===== config.mk =====
export PLATFORM = sky130hd
export DESIGN_NAME = debug_tx_framer_flat
export DESIGN_NICKNAME = d
export VERILOG_FILES = /design/src/rtl/debug_tx_framer_if.sv /design/src/rtl/debug_tx_framer.sv /design/src/flat_wrapper.sv
export SDC_FILE = /design/constraint.sdc
export NUM_CORES = 1
export LEC_CHECK = 0
export ABC_AREA = 1
export CAP_MARGIN = 20
export CORE_ASPECT_RATIO = 1.1
export CORE_MARGIN = 5
export CORE_UTILIZATION = 55
export CTS_BUF_LIST = sky130_fd_sc_hd__clkbuf_4
export DETAILED_ROUTE_END_ITERATION = 8
export PLACE_DENSITY = 0.81
export SYNTH_ARGS = -nofsm -noshare
export SYNTH_HDL_FRONTEND = slang
export SYNTH_SLANG_ARGS = --single-unit

===== constraint.sdc =====
create_clock -name clk -period 4.3 [get_ports clk]
set_input_delay 0.86 -clock clk [delete_from_list [all_inputs] [get_ports clk]]
set_output_delay 0.86 -clock clk [all_outputs]
set_load 0.02 [all_outputs]

===== src/rtl/debug_tx_framer_if.sv =====
// Handshake bundle between the debug Tx framer, its word source and the UART transmitter.
// master = framer side, slave = source/Tx/requester side.
interface debug_tx_framer_if #(
  parameter int ADDR_W = 6
);
  logic              send;
  logic              busy;
  logic              done;
  logic [ADDR_W-1:0] word_addr;
  logic [31:0]       word_data;
  logic [7:0]        tx_dato_in;
  logic              tx_start;
  logic              tx_done;

  modport master (
    input  send, word_data, tx_done,
    output busy, done, word_addr, tx_dato_in, tx_start
  );

  modport slave (
    output send, word_data, tx_done,
    input  busy, done, word_addr, tx_dato_in, tx_start
  );
endinterface


===== src/rtl/debug_tx_framer.sv =====
// Debug-link Tx framer: HEADER, length, N_WORDS words LSB-first, XOR checksum,
// paced by the UART tx_start/tx_done handshake.
module debug_tx_framer #(
  parameter int         N_WORDS = 4,
  parameter int         ADDR_W  = 6,
  parameter logic [7:0] HEADER  = 8'hA5
) (
  input  logic         clk,
  input  logic         reset,
  debug_tx_framer_if.master bus
);

  typedef enum logic [2:0] {IDLE, FETCH, LATCH, LOAD, WAIT, DONE} state_t;
  typedef enum logic [1:0] {PH_HDR, PH_LEN, PH_PAY, PH_CSUM} phase_t;

  localparam logic [ADDR_W-1:0] LAST_WORD = ADDR_W'(N_WORDS - 1);
  localparam logic [7:0]        LEN_BYTE  = 8'(N_WORDS * 4);

  state_t            state_reg, state_next;
  phase_t            phase_reg, phase_next;
  logic [7:0]        byte_q_reg, byte_q_next;
  logic [31:0]       word_sr_reg, word_sr_next;
  logic [1:0]        byte_cnt_reg, byte_cnt_next;
  logic [ADDR_W-1:0] word_cnt_reg, word_cnt_next;
  logic [7:0]        csum_reg, csum_next;
  logic [7:0]        dato_reg, dato_next;
  logic              start_reg, start_next;
  logic              busy_reg, busy_next;
  logic              done_reg, done_next;
  logic              tx_done_prev_reg;
  logic              tx_rise;

  assign tx_rise = bus.tx_done & ~tx_done_prev_reg;

  always_comb begin
    state_next    = state_reg;
    phase_next    = phase_reg;
    byte_q_next   = byte_q_reg;
    word_sr_next  = word_sr_reg;
    byte_cnt_next = byte_cnt_reg;
    word_cnt_next = word_cnt_reg;
    csum_next     = csum_reg;
    dato_next     = dato_reg;
    start_next    = 1'b0;
    busy_next     = busy_reg;
    done_next     = 1'b0;

    case (state_reg)
      IDLE: begin
        if (bus.send) begin
          state_next    = LOAD;
          phase_next    = PH_HDR;
          byte_q_next   = HEADER;
          byte_cnt_next = 2'd0;
          word_cnt_next = '0;
          csum_next     = 8'h00;
          busy_next     = 1'b1;
        end
      end
      FETCH: state_next = LATCH;
      LATCH: begin
        word_sr_next  = bus.word_data;
        byte_cnt_next = 2'd0;
        state_next    = LOAD;
      end
      LOAD: begin
        // Payload bytes come straight from the bottom of the shift register.
        if (phase_reg == PH_PAY) begin
          dato_next = word_sr_reg[7:0];
          csum_next = csum_reg ^ word_sr_reg[7:0];
        end else begin
          dato_next = byte_q_reg;
        end
        start_next = 1'b1;
        state_next = WAIT;
      end
      WAIT: begin
        if (tx_rise) begin
          case (phase_reg)
            PH_HDR: begin
              byte_q_next = LEN_BYTE;
              phase_next  = PH_LEN;
              state_next  = LOAD;
            end
            PH_LEN: begin
              phase_next = PH_PAY;
              state_next = FETCH;
            end
            PH_PAY: begin
              if (byte_cnt_reg != 2'd3) begin
                byte_cnt_next = byte_cnt_reg + 2'd1;
                word_sr_next  = {8'h00, word_sr_reg[31:8]};
                state_next    = LOAD;
              end else if (word_cnt_reg == LAST_WORD) begin
                byte_q_next = csum_reg;
                phase_next  = PH_CSUM;
                state_next  = LOAD;
              end else begin
                word_cnt_next = word_cnt_reg + 1'b1;
                state_next    = FETCH;
              end
            end
            default: begin
              done_next  = 1'b1;
              busy_next  = 1'b0;
              state_next = DONE;
            end
          endcase
        end
      end
      DONE: state_next = IDLE;
      default: state_next = IDLE;
    endcase
  end

  always_ff @(posedge clk) begin
    if (reset) begin
      state_reg        <= IDLE;
      phase_reg        <= PH_HDR;
      byte_q_reg       <= 8'h00;
      word_sr_reg      <= 32'h0;
      byte_cnt_reg     <= 2'd0;
      word_cnt_reg     <= '0;
      csum_reg         <= 8'h00;
      dato_reg         <= 8'h00;
      start_reg        <= 1'b0;
      busy_reg         <= 1'b0;
      done_reg         <= 1'b0;
      tx_done_prev_reg <= 1'b0;
    end else begin
      state_reg        <= state_next;
      phase_reg        <= phase_next;
      byte_q_reg       <= byte_q_next;
      word_sr_reg      <= word_sr_next;
      byte_cnt_reg     <= byte_cnt_next;
      word_cnt_reg     <= word_cnt_next;
      csum_reg         <= csum_next;
      dato_reg         <= dato_next;
      start_reg        <= start_next;
      busy_reg         <= busy_next;
      done_reg         <= done_next;
      tx_done_prev_reg <= bus.tx_done;
    end
  end

  assign bus.word_addr  = word_cnt_reg;
  assign bus.tx_dato_in = dato_reg;
  assign bus.tx_start   = start_reg;
  assign bus.busy       = busy_reg;
  assign bus.done       = done_reg;

endmodule


===== src/flat_wrapper.sv =====
// flat-port wrapper written by rule: the top's interface ports become plain ports
module debug_tx_framer_flat 
#(
  parameter int         N_WORDS = 4,
  parameter int         ADDR_W  = 6,
  parameter logic [7:0] HEADER  = 8'hA5
)
  (clk, reset, bus_send, bus_word_data, bus_tx_done, bus_busy, bus_done, bus_word_addr, bus_tx_dato_in, bus_tx_start);
  debug_tx_framer_if #(.ADDR_W(ADDR_W)) bus_i ();
  input  logic clk;
  input  logic reset;
  input wire logic [$bits(bus_i.send)-1:0] bus_send;
  input wire logic [$bits(bus_i.word_data)-1:0] bus_word_data;
  input wire logic [$bits(bus_i.tx_done)-1:0] bus_tx_done;
  output wire logic [$bits(bus_i.busy)-1:0] bus_busy;
  output wire logic [$bits(bus_i.done)-1:0] bus_done;
  output wire logic [$bits(bus_i.word_addr)-1:0] bus_word_addr;
  output wire logic [$bits(bus_i.tx_dato_in)-1:0] bus_tx_dato_in;
  output wire logic [$bits(bus_i.tx_start)-1:0] bus_tx_start;
  assign bus_i.send = bus_send;
  assign bus_i.word_data = bus_word_data;
  assign bus_i.tx_done = bus_tx_done;
  assign bus_busy = bus_i.busy;
  assign bus_done = bus_i.done;
  assign bus_word_addr = bus_i.word_addr;
  assign bus_tx_dato_in = bus_i.tx_dato_in;
  assign bus_tx_start = bus_i.tx_start;
  debug_tx_framer #(.N_WORDS(N_WORDS), .ADDR_W(ADDR_W), .HEADER(HEADER)) u_core (.clk(clk), .reset(reset), .bus(bus_i));
endmodule

==> Word level (Yosys, flattened, before mapping) <==
Index checks and enable logic that the tools add are counted.
{ "classes": {"add_sub_neg": 2, "eq_ne": 20, "mux": 42, "n_bitwise": 5, "reduce_logical": 16} }
{ "ops": {"columns": ["cell", "n"], "rows": [
  ["2-to-1 mux 32 bit", 3],
  ["case mux 32 bit (2 select lines)", 1],
  ["2-to-1 mux 8 bit", 7],
  ["case mux 8 bit (2 select lines)", 3],
  ["2-to-1 mux 6 bit", 5],
  ["AND reduction 6 bit", 3],
  ["2-to-1 mux 2 bit", 8],
  ["case mux 3 bit (5 select lines)", 1],
  ["case mux 2 bit (3 select lines)", 2],
  ["case mux 6 bit (2 select lines)", 1],
  ["inequality test 2 bit (second input constant)", 5],
  ["2-to-1 mux 3 bit", 3],
  ["case mux 3 bit (3 select lines)", 1],
  ["inequality test 2 x 1 -> 1 bit (second input constant)", 4],
  ["AND reduction 4 bit", 2],
  ["XOR 8 bit", 1],
  ["adder 6 x 1 -> 6 bit (second input constant)", 1],
  ["equality test 3 x 2 -> 1 bit (second input constant)", 2],
  ["equality test 6 x 2 -> 1 bit (second input constant)", 1],
  ["inequality test 3 bit (second input constant)", 2],
  ["nonzero test 2 bit", 3],
  ["OR reduction 3 bit", 2],
  ["2-to-1 mux 1 bit", 5],
  ["AND reduction 5 bit", 1],
  ["other kinds (16)", 18]
]} }
{ "word_totals": {"register_bits": 73, "inputBits": 36, "output_inout_bits": 17, "elab_cells": 97} }

==> Longest topological paths before layout <==
Gate-level depths: netlist (run 1).
{ "depth": {"word_depth": 6, "mapped_depth": 11, "depth_no_buf": 9} }

==> Worst setup path after synthesis (run 1) <==
No wires, ideal clock.
{ "synth_timing": {"path_kind": "input to register", "start": "input port bus_tx_done", "end": "register u_core.byte_q_reg[5]", "setup_time_ps": 70, "arrival_time_ps": 1685, "t_required_ps": 4230, "path_slack_ps": 2545, "path_stages": 9, "n_path_buf": 1, "cell_sequence": "nand2_1 > nand3_1 > nand2_1 > inv_1 > nand3_1 > buf_4 > nand2_1 > nand2_1 > a21oi_1"} }
{ "synth_via": {"elab_chain_cells": 3} }
{ "synth_lines": {"columns": ["element", "line", "source"], "rows": [
  ["from (decl)", "flat_wrapper.sv:14", "input wire logic [$bits(bus_i.tx_done)-1:0] bus_tx_done;"],
  ["bitwise AND 1 bit", "debug_tx_framer.sv:33", "assign tx_rise = bus.tx_done & ~tx_done_prev_reg;"],
  ["inequality test 2 x 1 -> 1 bit (no source line)", null, null],
  ["AND reduction 6 bit (no source line)", null, null],
  ["to (signal assigned)", "debug_tx_framer.sv:133", "byte_q_reg <= byte_q_next;"],
  ["to (decl)", "debug_tx_framer.sv:21", "logic [7:0] byte_q_reg, byte_q_next;"]
]} }
No other way between the ends.
A chain may end at the register's enable or synchronous reset.

==> Worst setup path in the final report (run 1) <==
{ "layout_timing": {"start": "register u_core.state_reg[1]", "end": "register u_core.word_sr_reg[25]"} }
{ "layout_via": {"elab_chain_cells": 3, "word_cells_on_any_way": 8, "classes_between": "eq/ne: 5; mux: 1; reduce/logical: 2"} }
{ "layout_lines": {"columns": ["element", "line", "source"], "rows": [
  ["from (decl)", "debug_tx_framer.sv:19", "state_t state_reg, state_next;"],
  ["from (signal assigned)", "debug_tx_framer.sv:131", "state_reg <= state_next;"],
  ["equality test 3 bit / equality test 3 x 2 -> 1 bit (equally long branches)", "debug_tx_framer.sv:48", "case (state_reg)"],
  ["inequality test 2 x 1 -> 1 bit (no source line) / nonzero test 2 bit (equally long branches)", null, null],
  ["AND reduction 4 bit (no source line)", null, null],
  ["to (signal assigned)", "debug_tx_framer.sv:134", "word_sr_reg <= word_sr_next;"],
  ["to (decl)", "debug_tx_framer.sv:22", "logic [31:0] word_sr_reg, word_sr_next;"]
]} }
Several ways; a longest one is shown, not always the timed one.

==> results of run 1 <==
cell families after synthesis:
family	count (synthesis)	synth area share
flops	73	0.398
xor+xnor	3	0.00716
simple gates	370	0.406
fa+ha+maj	7	0.0239
compound gates	45	0.0689
buf+inv	82	0.0961
power breakdown:
group          total, uW  switching [uW]  internal, uW
Combinational        437             272           164
Sequential           827            60.3           767
Clock                547             252           294
Total               1810             585          1230
worst reg2reg max path, delay by kind of cell (launching register included):
family	cells	cell delay [ns]
AND/OR/NAND/NOR	8	1.50
buffers and inverters	2	0.81
flip-flops	1	0.49
layout make-up:
cell class	count	area (um2)	share of cell area
clock buffers	9	67.6	0.0155
inverters	55	206	0.0475
flip-flops and latches	73	1460	0.336
repair buffers	54	536	0.123
well taps	82	103	0.0236
clock inverters	7	116	0.0268
multi-input cells	425	1860	0.427
stage by stage:
stage / power (uW) / util / hold WS, ns
after detailed placement: 1280 / 0.635 / 0.452
after floorplan: 1180 / - / 0.435
after CTS: 1820 / 0.663 / 0.470
final: 1810 / 0.663 / 0.469
after global routing: 1930 / 0.663 / 0.492
after global placement: 1260 / 0.635 / 0.446
cells in the final DEF, fill, tap and decap left out, drive strengths merged, types with 7 or more instances in the layout:
cell type / instances
a21oi: 21
ha: 7
nand3: 21
clkdlybuf4s50: 52
inv: 56
o21ai: 11
dfxtp: 73
nand4: 8
a31oi: 9
nand2: 234
nor2: 102
clkbuf: 9
worst max-delay path by stage:
stage | slack [ns] | to
after floorplan | 2.55 | u_core.byte_q_reg[5]$_SDFFE_PP0P_
after global placement | 1.41 | u_core.word_sr_reg[6]$_SDFFE_PP0P_
after detailed placement | 1.36 | u_core.word_sr_reg[25]$_SDFFE_PP0P_
after CTS | 1.42 | u_core.word_sr_reg[25]$_SDFFE_PP0P_
after global routing | 1.10 | u_core.word_sr_reg[21]$_SDFFE_PP0P_
final | 1.43 | u_core.word_sr_reg[25]$_SDFFE_PP0P_
metal layers:
layer / wire length [um] / share of wire / GRT usage / up-vias
met5: 0 / 0 / 0 / -
met4: 118 / 0.015 / 0.0870 / 0
li1: - / - / - / 1849
met2: 3480 / 0.46 / 0.335 / 102
met1: 3570 / 0.47 / 0.247 / 1523
met3: 468 / 0.061 / 0.0372 / 11
==> impl_summary.md, run 1 <==
Timing
The shortest clock period the worst path allows after layout is 2.87 ns. Setup repair after global routing left no endpoint under its margin. The worst slew margin relative to its limit is 0.431. The final-report max-slew violation count is 0.

The number of failing hold endpoints at the final stage is 0. The post-route setup TNS is 0 ns. For the pin with the worst max-slew slack, the measured transition is 0.850 ns. The highest achievable clock rate is 348 MHz. The setup slack of the critical path after layout is 1.43 ns. In the finished design, the share of the clock period the worst path needs comes to 0.668. The final setup skew is 0.0154 ns.

The total of endpoints with negative setup slack in the final report is 0.

Power and ir drop
For this design the static power due to leakage is 0.00202 uW. The maximum ir drop on the vdd rail is 0.199 mV. The power density of the placed cells is 417 nW/um2.

Logic synthesis
Counting every net in the synthesized netlist gives 623. The synthesized design spends more area on one cell type than any other, namely sky130_fd_sc_hd__dfxtp_1. The mean instance size in the synthesized netlist is 6.33 um2. The number of distinct library cells after synthesis is 31. The sequential area share after synthesis is 0.398. Sorting the synthesized cells by how often they occur yields sky130_fd_sc_hd__nand2_1, sky130_fd_sc_hd__nor2_1, sky130_fd_sc_hd__dfxtp_1. In the post-synthesis netlist, the biggest area contributors are sky130_fd_sc_hd__dfxtp_1, sky130_fd_sc_hd__nand2_1, sky130_fd_sc_hd__nor2_1. The top flip-flop cell by instance count after synthesis is sky130_fd_sc_hd__dfxtp_1. The share of the synthesized area in the top cell type is 0.398. The most common cell in the synthesized netlist is sky130_fd_sc_hd__nand2_1. In this run, synthesis inferred 0 flip-flops with an integrated enable.

The count of state elements after synthesis is 73. The number of warnings issued by yosys is 0. The mapped netlist covers 3670 um2. The post-synthesis async set-or-reset flop share is 0. The number of cells produced by synthesis is 580.

Die
Measured along the x axis, the die boundary spans 87.9 um. 53 I/O pins were placed. The initialized floorplan defines 31 standard-cell rows. The starting utilization of the core area is 0.560. The total area inside the core boundary comes to 6560 um2. The chip height is 95.7 um.

The total die area is 8410 um2.

Worst setup path
The largest individual stage delay along the critical path comes from the cell sky130_fd_sc_hd__dfxtp_1. The largest single stage delay on the critical path is 0.49 ns. The largest fanout on the critical path is 45. The dominant delay contributor by cell family on the critical path is simple AND/OR/NAND/NOR gates. The combined buffer and inverter count along the critical path is 2. The critical path launch point is u_core.state_reg[1]$_SDFFE_PP0P_. The register-to-register setup slack is 1.43 ns. At the worst endpoint, the required time is 4.63 ns. The critical path crosses 10 cells after its start point. The endpoint identified for the worst register-to-register timing path is u_core.word_sr_reg[25]$_SDFFE_PP0P_.

The cell seen most often among critical-path stages is sky130_fd_sc_hd__nand2_1. The nature of the critical path endpoint is a register. The startpoint identified for the worst register-to-register timing path is u_core.state_reg[1]$_SDFFE_PP0P_. The startpoint type of the worst setup path is a register.

The path depth of the worst reg2reg path is 10. The setup path with the least slack is of type register to register. At the worst endpoint, the arrival time is 3.20 ns.

Walking the worst path, the cells encountered are nor2_2 -> nand2_4 -> inv_2 -> nand2_2 -> nand3_2 -> nor2_4 -> buf_4 -> nand2_1 -> nand2_1 -> nor2_1.

Routing
The remaining antenna violation count after routing is 0. After detailed routing, the average wire length per cell comes to 10.8 um. The wire length reported by the detailed router is 7640 um. The total number of vias is 3485. In this run, the number of DRC markers left after iteration 0 of detailed routing was 184. The post-route DRC violation count is 0. The via count normalized by instance count is 4.94. Before antenna repair, the detailed router went through 4 iterations.

CTS
For this design, the CTS-stage hold fixing added 0 buffers. The number of H-tree levels is 3. The clock insertion delay at the later pin of the skew report is 0.42 ns.

The number of gates resized after cts is 0. The maximum count of clock buffers along a single path is 2. Buffers added to address setup during post-CTS repair amount to 0. TritonCTS built the clock tree. The CTS buffer count is 9. The number of sinks driven by the clock tree is 73. The clock slew at the register clock pins of the worst setup and hold paths is 0.13 ns. The tree is rooted in a sky130_fd_sc_hd__clkbuf_4.

Job
Across the run, the number of max-cap violations was 0.

Global routing
The global-route wire length before repair is 13500 um. The largest net degree at the start of global routing is 46. The residual overflow from global routing is 0. The number of global-route vias before repair is 3147.

The total track usage is 0.199. The initial antenna violation count was 0.

Placed design
The placed instances occupy a cell area of 4160 um2. The total placed cells including tap cells is 689. The count of buffers added on input and output ports is 52. Prior to clock tree synthesis, the placed netlist has a worst setup slack of 1.36 ns. The detailed placer's ending HPWL is 5290 um.

The routability congestion estimate is 0.967.

Layout
The area growth from synthesis to final layout is 18.4%. With fillers left out, the area of the finished cells amounts to 4350 um2. The antenna cell count is 0. After filler insertion, the fill cell instance count of the layout stands at 628. The final cell count without fillers is 705. The register with the most flip-flops in the layout has 32 of them. The net count of the finished layout is 661. The ratio of cells with drive above 1 in the final layout is 0.0465.

Worst hold path
In this run the most critical hold path is launched from u_core.csum_reg[5]$_SDFFE_PP0P_. The worst hold path class is register to register. The count of cells along the worst hold path is 2.

The path with the worst hold slack has its endpoint at u_core.byte_q_reg[5]$_SDFFE_PP0P_.

Run status
The run finished with clean final reports.
No activity file was read; power rests on OpenSTA's default activity.
==> run 2, diff against run 1 <==
CORE_UTILIZATION = 51   (was 55)
PLACE_DENSITY = 0.79   (was 0.81)
clock period = 2.4 ns   (was 4.3 ns; I/O delays follow)
==> run 2 against run 1 <==
Compared with the run above:
- die area grew 7.0%
- clock skew is 0.00096 ns higher
- sequential share of layout area decreased by 0.34 points
- combinational power increased by 85%
- cell count increased by 1.1%
- register-to-register slack lost 1.1 ns
- cell area grew 1.0%
- first-iteration DRC count shrank 22%
- fmax is 38% higher
- non-clock buffer count is 5 higher
- routed wire length grew 2.3%
- clock-buffer cell count is the same
- critical endpoint is now u_core.byte_q_reg[7]$_SDFFE_PP0P_
==> impl_summary.md, run 2 (synthesis results as in run 1) <==
Routing
The wire length on met2 is 3700 um. The wire length reported by the detailed router is 7810 um. The top routing layer in use is met4. The final route contains 3559 vias. The number of violations reported at the end of detailed-routing iteration 0 is 144. The final routed wire length divided by cell count is 11.0 um. The number of optimization iterations in the first detailed-route pass is 4. For this run, design rule violations remaining after detail routing come to 0. The remaining antenna violation count after routing is 0. The detailed router put a total of 3590 um of wire on met1.

In the detailed route, the total length drawn on met3 is 403 um. In the routed layout, each cell is associated on average with a via count of 4.99.

Placed design
After legalization and detailed placement, the total HPWL measured 5540 um. The routability congestion estimate is 0.873. The total placed cells including tap cells is 697. The count of buffers inserted at the top-level ports is 52.

Global routing
The residual overflow from global routing is 0. The largest net degree at the start of global routing is 65. The number of global-route vias before repair is 3236. The initial antenna violation count is 0. The total track usage is 0.176. The global-route wire length before repair is 13400 um.

Die
The die extent in x is 90.9 um. 53 I/O pins were placed. The area of the core is 7010 um2. The starting utilization of the core area is 0.524. The initialized floorplan defines 32 standard-cell rows. The chip height is 99.0 um.

The total die area is 9000 um2.

Worst setup path
Walking the worst path, the cells encountered are inv_1 -> ha_1 -> inv_2 -> nor2_2 -> nand2_2 -> nand3_1 -> nor2_1 -> a21oi_1. The worst setup path is captured at a register. Data on the critical path arrives at its endpoint at 2.38 ns. For the worst setup path, the data required time is 2.71 ns.

The category of the critical setup timing path is register to register. The largest fanout on the critical path is 13. Among all stages on the critical path, the largest delay is contributed by sky130_fd_sc_hd__dfxtp_1. The worst setup path is launched from a register. The largest incremental delay on the critical path is 0.40 ns.

Layout
The ratio of cells with drive above 1 in the final layout is 0.0541. The net count of the finished layout is 666. The antenna cell count is 0.

From synthesis to final layout, the design area changed by 19.6%. The layout has 680 filler cells. The register with the most flip-flops in the layout has 32 of them.

Summing all multi-input logic gate instances after layout gives 1860 um2. The count of cells in the finished layout, fillers not included, comes to 713. In the layout the commonest cells are sky130_fd_sc_hd__nand2_1, sky130_fd_sc_hd__nor2_1, sky130_fd_sc_hd__dfxtp_1. The sequential cell area is 1460 um2. Leaving out fill and tap cells, the most frequent cell in the layout is sky130_fd_sc_hd__nand2_1.

CTS
The clock tree from TritonCTS is yes. The clock slew at the register clock pins of the worst setup and hold paths is 0.13 ns. Clock tree synthesis selected as its root buffer the cell sky130_fd_sc_hd__clkbuf_4.

The later pin in the worst-skew pair is clocked with a latency of 0.42 ns. Clock tree synthesis inserted a total of 9 buffers. The number of H-tree levels is 3. For this design, the sink count on the clock tree is 73. Post-CTS repair changed the size of 0 cells. The clock passes through at most 2 buffers. After clock tree synthesis, the setup repair step added 0 buffers. The number of hold buffers added after CTS was 0.

Timing
The total of endpoints with negative setup slack in the final report is 0. Dividing the final minimum period by the clock period gives 0.865. The number of failing hold endpoints at the final stage came to 0. The final-report max-slew violation count was 0.

In this run the tightest slew margin relative to its limit is 0.635. The shortest clock period the worst path allows after layout is 2.08 ns. At the pin with the least slew margin, the transition time is 0.546 ns.

Across the routed clock network, the largest skew measured is 0.0163 ns. Setup repair after global routing left no endpoint under its margin. Adding up every negative setup slack in the final design gives 0 ns. For this run, the top clock speed supported by timing is 482 MHz.

Run status
The flow ran to the end, and the final reports show no timing, DRC or antenna violations.

Power and ir drop
In this run the power density over the cells is 722 nW/um2. Across the VDD grid, the largest voltage drop is 0.441 mV. The leakage power is 0.00204 uW.

Job
The count of max-cap constraint violations is 0.

Worst hold path
The worst hold path class is register to register.
run 2: cell count changes in the layout (fill, tap and decap cells not counted), sizes merged:
| cell | delta |
|---|---|
| buf | +5 |
| bufinv | -1 |
| clkinvlp | +1 |
run 2: final timing paths:
kind / endpoint / slack (ns) / cells after the start / startpoint
max: u_core.byte_q_reg[7]$_SDFFE_PP0P_ / 0.32 / 8 / u_core.phase_reg[0]$_SDFFE_PP0P_
min: u_core.byte_q_reg[5]$_SDFFE_PP0P_ / 0.47 / 2 / u_core.csum_reg[5]$_SDFFE_PP0P_
max reg2reg: u_core.byte_q_reg[7]$_SDFFE_PP0P_ / 0.32 / 8 / u_core.phase_reg[0]$_SDFFE_PP0P_
min reg2reg: u_core.byte_q_reg[5]$_SDFFE_PP0P_ / 0.47 / 2 / u_core.csum_reg[5]$_SDFFE_PP0P_
run 2: stage by stage:
| step | area, um2 | power, uW | hold slack (ns) | utilization | setup WS [ns] |
|---|---|---|---|---|---|
| 2_1_floorplan | 3670 | 2110 | 0.435 | - | 0.768 |
| 3_3_place_gp | 4230 | 2290 | 0.447 | 0.604 | 0.186 |
| 3_5_place_dp | 4230 | 2320 | 0.461 | 0.604 | 0.0408 |
| 4_1_cts | 4390 | 3190 | 0.476 | 0.627 | 0.318 |
| 5_1_grt | 4390 | 3370 | 0.496 | 0.627 | 0.173 |
| 6_report | 4390 | 3170 | 0.471 | 0.627 | 0.324 |
run 2: per-layer routing:
| layer | GRT usage | vias up |
|---|---|---|
| met2 | 0.307 | 88 |
| met1 | 0.208 | 1593 |
| li1 | - | 1866 |
| met3 | 0.0351 | 12 |
| met5 | 0 | - |
| met4 | 0.0767 | 0 |
run 2: area by class of cell:
class,count,area share
clock buffer,9,0.0154
clock inverter,7,0.0214
inverter,55,0.0470
multi-input combinational,425,0.423
sequential,73,0.333
tap,85,0.0242
timing repair buffer,59,0.136
run 2: power by group:
| group | internal, uW | switching, uW | leakage, uW |
|---|---|---|---|
| sequential | 1370 | 107 | 0.000599 |
| clock | 422 | 458 | 0.0000839 |
| combinational | 315 | 494 | 0.00136 |
run 2: worst max-delay path, delay by kind of cell (launching register included):
| kind | cells | cell delay (ns) |
|---|---|---|
| compound gates | 1 | 0.12 |
| fa+ha+maj | 1 | 0.23 |
| buf+inv | 2 | 0.29 |
| flops | 1 | 0.40 |
| simple gates | 4 | 0.93 |
